<file path="config.mk">
export PLATFORM = sky130hd
export DESIGN_NAME = cpu_run_ctrl
export DESIGN_NICKNAME = d
export VERILOG_FILES = /design/src/rtl/cpu_run_ctrl.sv
export SDC_FILE = /design/constraint.sdc
export NUM_CORES = 1
export LEC_CHECK = 0
export ABC_AREA = 1
export BUFFER_PORTS_ARGS = -buffer_cell sky130_fd_sc_hd__buf_4
export CAP_MARGIN = 25
export CORE_ASPECT_RATIO = 1.1
export CORE_MARGIN = 1.5
export CORE_UTILIZATION = 47
export DETAILED_ROUTE_END_ITERATION = 16
export PLACE_DENSITY = 0.86
export SETUP_SLACK_MARGIN = 0.3
export SYNTH_ARGS = -nofsm -noshare
export SYNTH_HDL_FRONTEND = slang
export SYNTH_SLANG_ARGS = --single-unit
</file>
<file path="constraint.sdc">
create_clock -name i_clk -period 4.8 [get_ports i_clk]
set_input_delay 0 -clock i_clk [delete_from_list [all_inputs] [get_ports i_clk]]
set_output_delay 0 -clock i_clk [all_outputs]
set_load 0.02 [all_outputs]
</file>
<file path="src/rtl/cpu_run_ctrl.sv">
// cpu_run_ctrl: run controller for the simple CPU.
// Owns the architectural registers, the program loader and the shared
// memory write port, and sequences free-run / single-step execution.
//
// state | meaning
// ------+--------------------------------------------------------------
// IDLE  | waiting for load_start or start; registers hold
// LOAD  | accepting program bytes into memory from address 0
// RUN   | executing; commits next-state values on each commit cycle
// HALT  | stopped by a halt opcode or abort; registers hold
module cpu_run_ctrl #(
  parameter int MEMSIZE = 64,
  parameter int CNT_W   = 16,
  localparam int AW     = $clog2(MEMSIZE)
) (
  input  logic               i_clk,
  input  logic               i_rst_n,
  input  logic               i_load_start,
  input  logic               i_load_valid,
  input  logic [7:0]         i_load_data,
  input  logic               i_load_last,
  output logic               o_load_ready,
  input  logic               i_start,
  input  logic               i_abort,
  input  logic               i_step_mode,
  input  logic               i_step,
  input  logic [7:0]         i_ope,
  input  logic [7:0]         i_next_a,
  input  logic [7:0]         i_next_b,
  input  logic [7:0]         i_next_c,
  input  logic [7:0]         i_next_d,
  input  logic [7:0]         i_next_sp,
  input  logic [7:0]         i_next_ip,
  input  logic               i_next_zf,
  input  logic               i_write_flag,
  input  logic [MEMSIZE-1:0] i_write_addr,
  input  logic [7:0]         i_write_value,
  output logic [7:0]         o_a,
  output logic [7:0]         o_b,
  output logic [7:0]         o_c,
  output logic [7:0]         o_d,
  output logic [7:0]         o_sp,
  output logic [7:0]         o_ip,
  output logic               o_zf,
  output logic               o_mem_we,
  output logic [AW-1:0]      o_mem_addr,
  output logic [7:0]         o_mem_wdata,
  output logic [1:0]         o_state,
  output logic               o_halted,
  output logic [CNT_W-1:0]   o_retired
);

  typedef enum logic [1:0] {
    ST_IDLE = 2'b00,
    ST_LOAD = 2'b01,
    ST_RUN  = 2'b10,
    ST_HALT = 2'b11
  } state_t;

  // Stack pointer starts just past the top of memory; first push lands at MEMSIZE-1.
  localparam logic [7:0]    SP_INIT = 8'(MEMSIZE);
  localparam logic [AW-1:0] PTR_MAX = AW'(MEMSIZE - 1);

  state_t           r_state;
  logic [AW-1:0]    r_ptr;
  logic [7:0]       r_a, r_b, r_c, r_d, r_sp, r_ip;
  logic             r_zf;
  logic [CNT_W-1:0] r_retired;

  logic w_commit;
  logic w_halt_op;
  logic w_exec;
  logic w_load_acc;
  logic w_load_done;
  logic w_ret_max;

  // Only the low AW address bits and the opcode class bits matter here.
  logic w_unused_addr;
  logic w_unused_ope;
  assign w_unused_addr = ^i_write_addr[MEMSIZE-1:AW];
  assign w_unused_ope  = ^i_ope[3:0];

  assign w_commit    = i_step_mode ? i_step : 1'b1;
  assign w_halt_op   = i_ope[7] & ((i_ope[6:4] == 3'b010) |
                                   (i_ope[6:4] == 3'b011) |
                                   (i_ope[6:4] == 3'b111));
  // Abort and halt both suppress the commit, so neither writes nor counts.
  assign w_exec      = (r_state == ST_RUN) & w_commit & ~i_abort & ~w_halt_op;
  assign w_load_acc  = (r_state == ST_LOAD) & i_load_valid;
  assign w_load_done = i_load_last | (r_ptr == PTR_MAX);
  assign w_ret_max   = &r_retired;

  // Memory write port: loader in LOAD, CPU push writes on executed commits.
  always_comb begin
    o_mem_we    = 1'b0;
    o_mem_addr  = '0;
    o_mem_wdata = '0;
    if (w_load_acc) begin
      o_mem_we    = 1'b1;
      o_mem_addr  = r_ptr;
      o_mem_wdata = i_load_data;
    end else if (w_exec) begin
      o_mem_we    = i_write_flag;
      o_mem_addr  = i_write_addr[AW-1:0];
      o_mem_wdata = i_write_value;
    end
  end

  // Sequencer FSM together with the architectural registers it commits.
  always_ff @(posedge i_clk or negedge i_rst_n) begin
    if (!i_rst_n) begin
      r_state   <= ST_IDLE;
      r_ptr     <= '0;
      r_a       <= '0;
      r_b       <= '0;
      r_c       <= '0;
      r_d       <= '0;
      r_sp      <= SP_INIT;
      r_ip      <= '0;
      r_zf      <= 1'b0;
      r_retired <= '0;
    end else begin
      case (r_state)
        ST_IDLE, ST_HALT: begin
          if (i_load_start) begin
            r_state <= ST_LOAD;
            r_ptr   <= '0;
          end else if (i_start) begin
            r_state   <= ST_RUN;
            r_a       <= '0;
            r_b       <= '0;
            r_c       <= '0;
            r_d       <= '0;
            r_sp      <= SP_INIT;
            r_ip      <= '0;
            r_zf      <= 1'b0;
            r_retired <= '0;
          end
        end
        ST_LOAD: begin
          if (w_load_acc) begin
            r_ptr <= r_ptr + 1'b1;
            if (w_load_done) begin
              r_state <= ST_IDLE;
            end
          end
        end
        ST_RUN: begin
          if (i_abort) begin
            r_state <= ST_HALT;
          end else if (w_commit) begin
            if (w_halt_op) begin
              r_state <= ST_HALT;
            end else begin
              r_a  <= i_next_a;
              r_b  <= i_next_b;
              r_c  <= i_next_c;
              r_d  <= i_next_d;
              r_sp <= i_next_sp;
              r_ip <= i_next_ip;
              r_zf <= i_next_zf;
              if (!w_ret_max) begin
                r_retired <= r_retired + 1'b1;
              end
            end
          end
        end
        default: r_state <= ST_IDLE;
      endcase
    end
  end

  assign o_a          = r_a;
  assign o_b          = r_b;
  assign o_c          = r_c;
  assign o_d          = r_d;
  assign o_sp         = r_sp;
  assign o_ip         = r_ip;
  assign o_zf         = r_zf;
  assign o_state      = r_state;
  assign o_halted     = (r_state == ST_HALT);
  assign o_load_ready = (r_state == ST_LOAD);
  assign o_retired    = r_retired;

endmodule
</file>
==> flow_summary_export.csv <==
group,metric,value,unit
run_status,status,"finished, final reports clean",
cts,cts_buffers,9,
cts,htreeDepth,3,
setup_path,end_kind,"primary output",
timing,finalMaxSlewViolations,0,
cts,cts-root-buf,"clkbuf_8",
yosys,yosysSeqAreaShare,48.8,%
cts,clock_latency,350,ps
pwr,switching_share,44.3,%
pwr,pwr-share-seq,33.5,%
yosys,synth_largest_area_cell,"dfrtp_1",
die,rows,33,
yosys,ys_top_cells_by_count,"nand2_1 (224), dfrtp_1 (72), inv_1 (34)",
finish,fin_util,75.6,%
pwr,peakVddDrop,0.309,mV
setup_path,crit_fanout,16,
die,dieArea,8510,um^2
yosys,synth-seq-cells,73,
finish,finalNonFillerCells,815,
yosys,yosysMostFrequentCell,"nand2_1",
place,gp_congestion,0.816,
setup_path,crit_type,"reg2out",
setup_path,rr_worst_depth,8,
setup_path,rrSetupSlack,2070,ps
place,dp_hpwl,7.34,mm
timing,finClkSkew,12.0,ps
place,dp_cells,748,
pwr,switching_power,1220,uW
yosys,synth_area,3740,um^2
yosys,synth_flop_cell,"dfrtp_1",
die,fp.dieW,88.1,um
cts,cts_setup_buffers,0,
finish,drive_gt1_share,29.4,%
route,vias_per_cell,4.98,
global_route,grt_util_met2,48.2,%
cts,cts_tree,"yes",
die,initial_utilization,49.3,%
cts,cts_sinks,73,
timing,grt_setup_unrepaired,"no",
min_path,min_delay_path_depth,4,
setup_path,worstPathArrival,2770,ps
timing,fin_crit_sh,57.8,%
pwr,p_leak,0.00307,uW
place,numPortBuffers,168,
pwr,power_density,480,nW/um^2
cts,cts_resized,0,
route,wl,11.7,mm
timing,worst_pin_slew,925,ps
pwr,clkPwrFrac,18.0,%
yosys,synthTopCellsByArea,"dfrtp_1 (48%), nand2_1 (22%), o21ai_0 (4.3%), inv_1 (3.4%), nand3_1 (3.3%)",
die,coreArea,7600,um^2
yosys,synth_warnings,0,
timing,final_hold_viol_count,0,
yosys,synth_cell_types,31,
global_route,busiest_layer,"met2",
timing,fin_crit,2770,ps
route,drc,0,
timing,slew-limit-headroom,38.3,%
pwr,power_frac_comb,48.5,%
flow_run,max-cap-violations,0,
global_route,grt_pass1_vias,3817,
route,drt_pre_antenna_iters,5,
timing,fin_setup_tns,0,ps
yosys,synth_top_cell_area_share,48.1,%
cts,clk_pin_slew,80,ps
die,die_h,96.6,um
global_route,track_usage,27.2,%
global_route,use_met1,31.6,%
setup_path,required,4800,ps
global_route,grt_first_pass_wirelength,17.7,mm
min_path,min_path_type,"in2reg",
cts,clk_path_buf_depth,2,
route,ant_nets,0,
global_route,antenna_found_initial,0,
global_route,grt_start_max_net_pins,74,
yosys,syn_nets,644,
yosys,synth_cells,492,
global_route,grtUsageMet3,4.93,%
setup_path,critPathLaunchType,"flop",
yosys,synth-edff-count,0,
pwr,internal_power,1530,uW
yosys,async_flop_share,100,%
die,io_pins,231,
timing,fmaxAchievable,0.361,GHz
global_route,globalRoute.totalOverflow,0,
route,drt_iter0_markers,183,
finish,n_antenna_cell,0,
yosys,avgSynthCellArea,7.61,um^2
timing,setup_viol,0,
route,dr_total_vias,4055,
finish,fin_nets,857,
finish,syn2layout_area_growth,53.5,%
route,wl_per_cell,14.3,um
layout by cell type (no fill, tap or decap), types with 6 or more instances in the layout:
cell type,n
dfrtp_1,72
inv_1,34
buf_4,168
nand2_2,12
nor2_1,26
xor2_1,6
nand4_1,6
o21ai_0,32
nand2_1,224
dlygate4sd3_1,50
clkbuf_8,10
nand3_1,25
cell families (layout without fill, tap and decap cells):
logic type	Yosys count	in the layout	share of synthesized area [%]
XOR/XNOR	7	7	1.64
AND/OR/NAND/NOR	305	305	34.1
adder cells (fa/ha/maj)	5	5	1.67
AO/OA/AOI/OAI	47	47	6.75
buffers and inverters	55	273	7.02
flip-flops	73	73	48.8
final timing paths:
check,start,endpoint
min in group asynchronous,i_rst_n,o_a[6]$_DFFE_PN0P_
max reg2reg,o_state[0]$_DFFE_PN0P_,o_sp[2]$_DFFE_PN0P_
max in group asynchronous,i_rst_n,o_c[6]$_DFFE_PN0P_
min,i_load_start,o_state[1]$_DFFE_PN0P_
max,o_state[0]$_DFFE_PN0P_,o_mem_addr[2]
min reg2reg,o_sp[6]$_DFFE_PN1P_,o_sp[6]$_DFFE_PN1P_
state kept, by name, summed over array words and instances, names as in the netlist:
register,cells
r_ptr,6
o_b,8
o_retired,16
o_c,8
o_state,2
o_a,8
o_zf,1
o_sp,8
o_ip,8
o_d,8
worst max-delay path: stages (launching register included):
cell	delay, ps
dfrtp_1	440
inv_1	80
ha_1	580
inv_2	240
a21oi_2	230
nand3_1	250
inv_1	230
nand3_1	90
o21ai_0	110
buf_4	180
final cells by class:
class / instances / area, um^2
well taps: 105 / 131
inverters: 38 / 143
repair buffers: 219 / 1780
flip-flops and latches: 73 / 1830
clock buffers: 10 / 138
multi-input cells: 364 / 1660
fillers: 530 / 1850
clock inverters: 6 / 66.3
layer usage:
layer  routed length [um]  vias up
met5                    0        -
met4                  361        0
met3                  752       30
met2                 6200      178
met1                 4370     1889
li1                     -     1958
through the flow:
step	setup slack, ps	power [uW]	hold slack, ps	area, um^2
final	2030	2760	18.3	5740
after global placement	2070	2150	187	5020
after detailed placement	1910	2200	194	5020
after CTS	1890	2720	6.86	5720
after floorplan	2940	1740	-296	3740
after global routing	1730	2930	46.5	5740
power groups by stage:
stage / Clock [uW] / Combinational, uW / Sequential (uW)
6_report: 496 / 1340 / 925
5_1_grt: 528 / 1460 / 945
4_1_cts: 500 / 1310 / 914
3_5_place_dp: 0 / 1270 / 924
3_3_place_gp: 0 / 1240 / 911
2_1_floorplan: 0 / 634 / 1110
what timing repair did:
action	4_1_cts	5_1_grt
endpoints found under the hold margin	121	0
hold buffers	50	0
setup endpoints to repair	0	0
(Power assumes the default switching activity.)
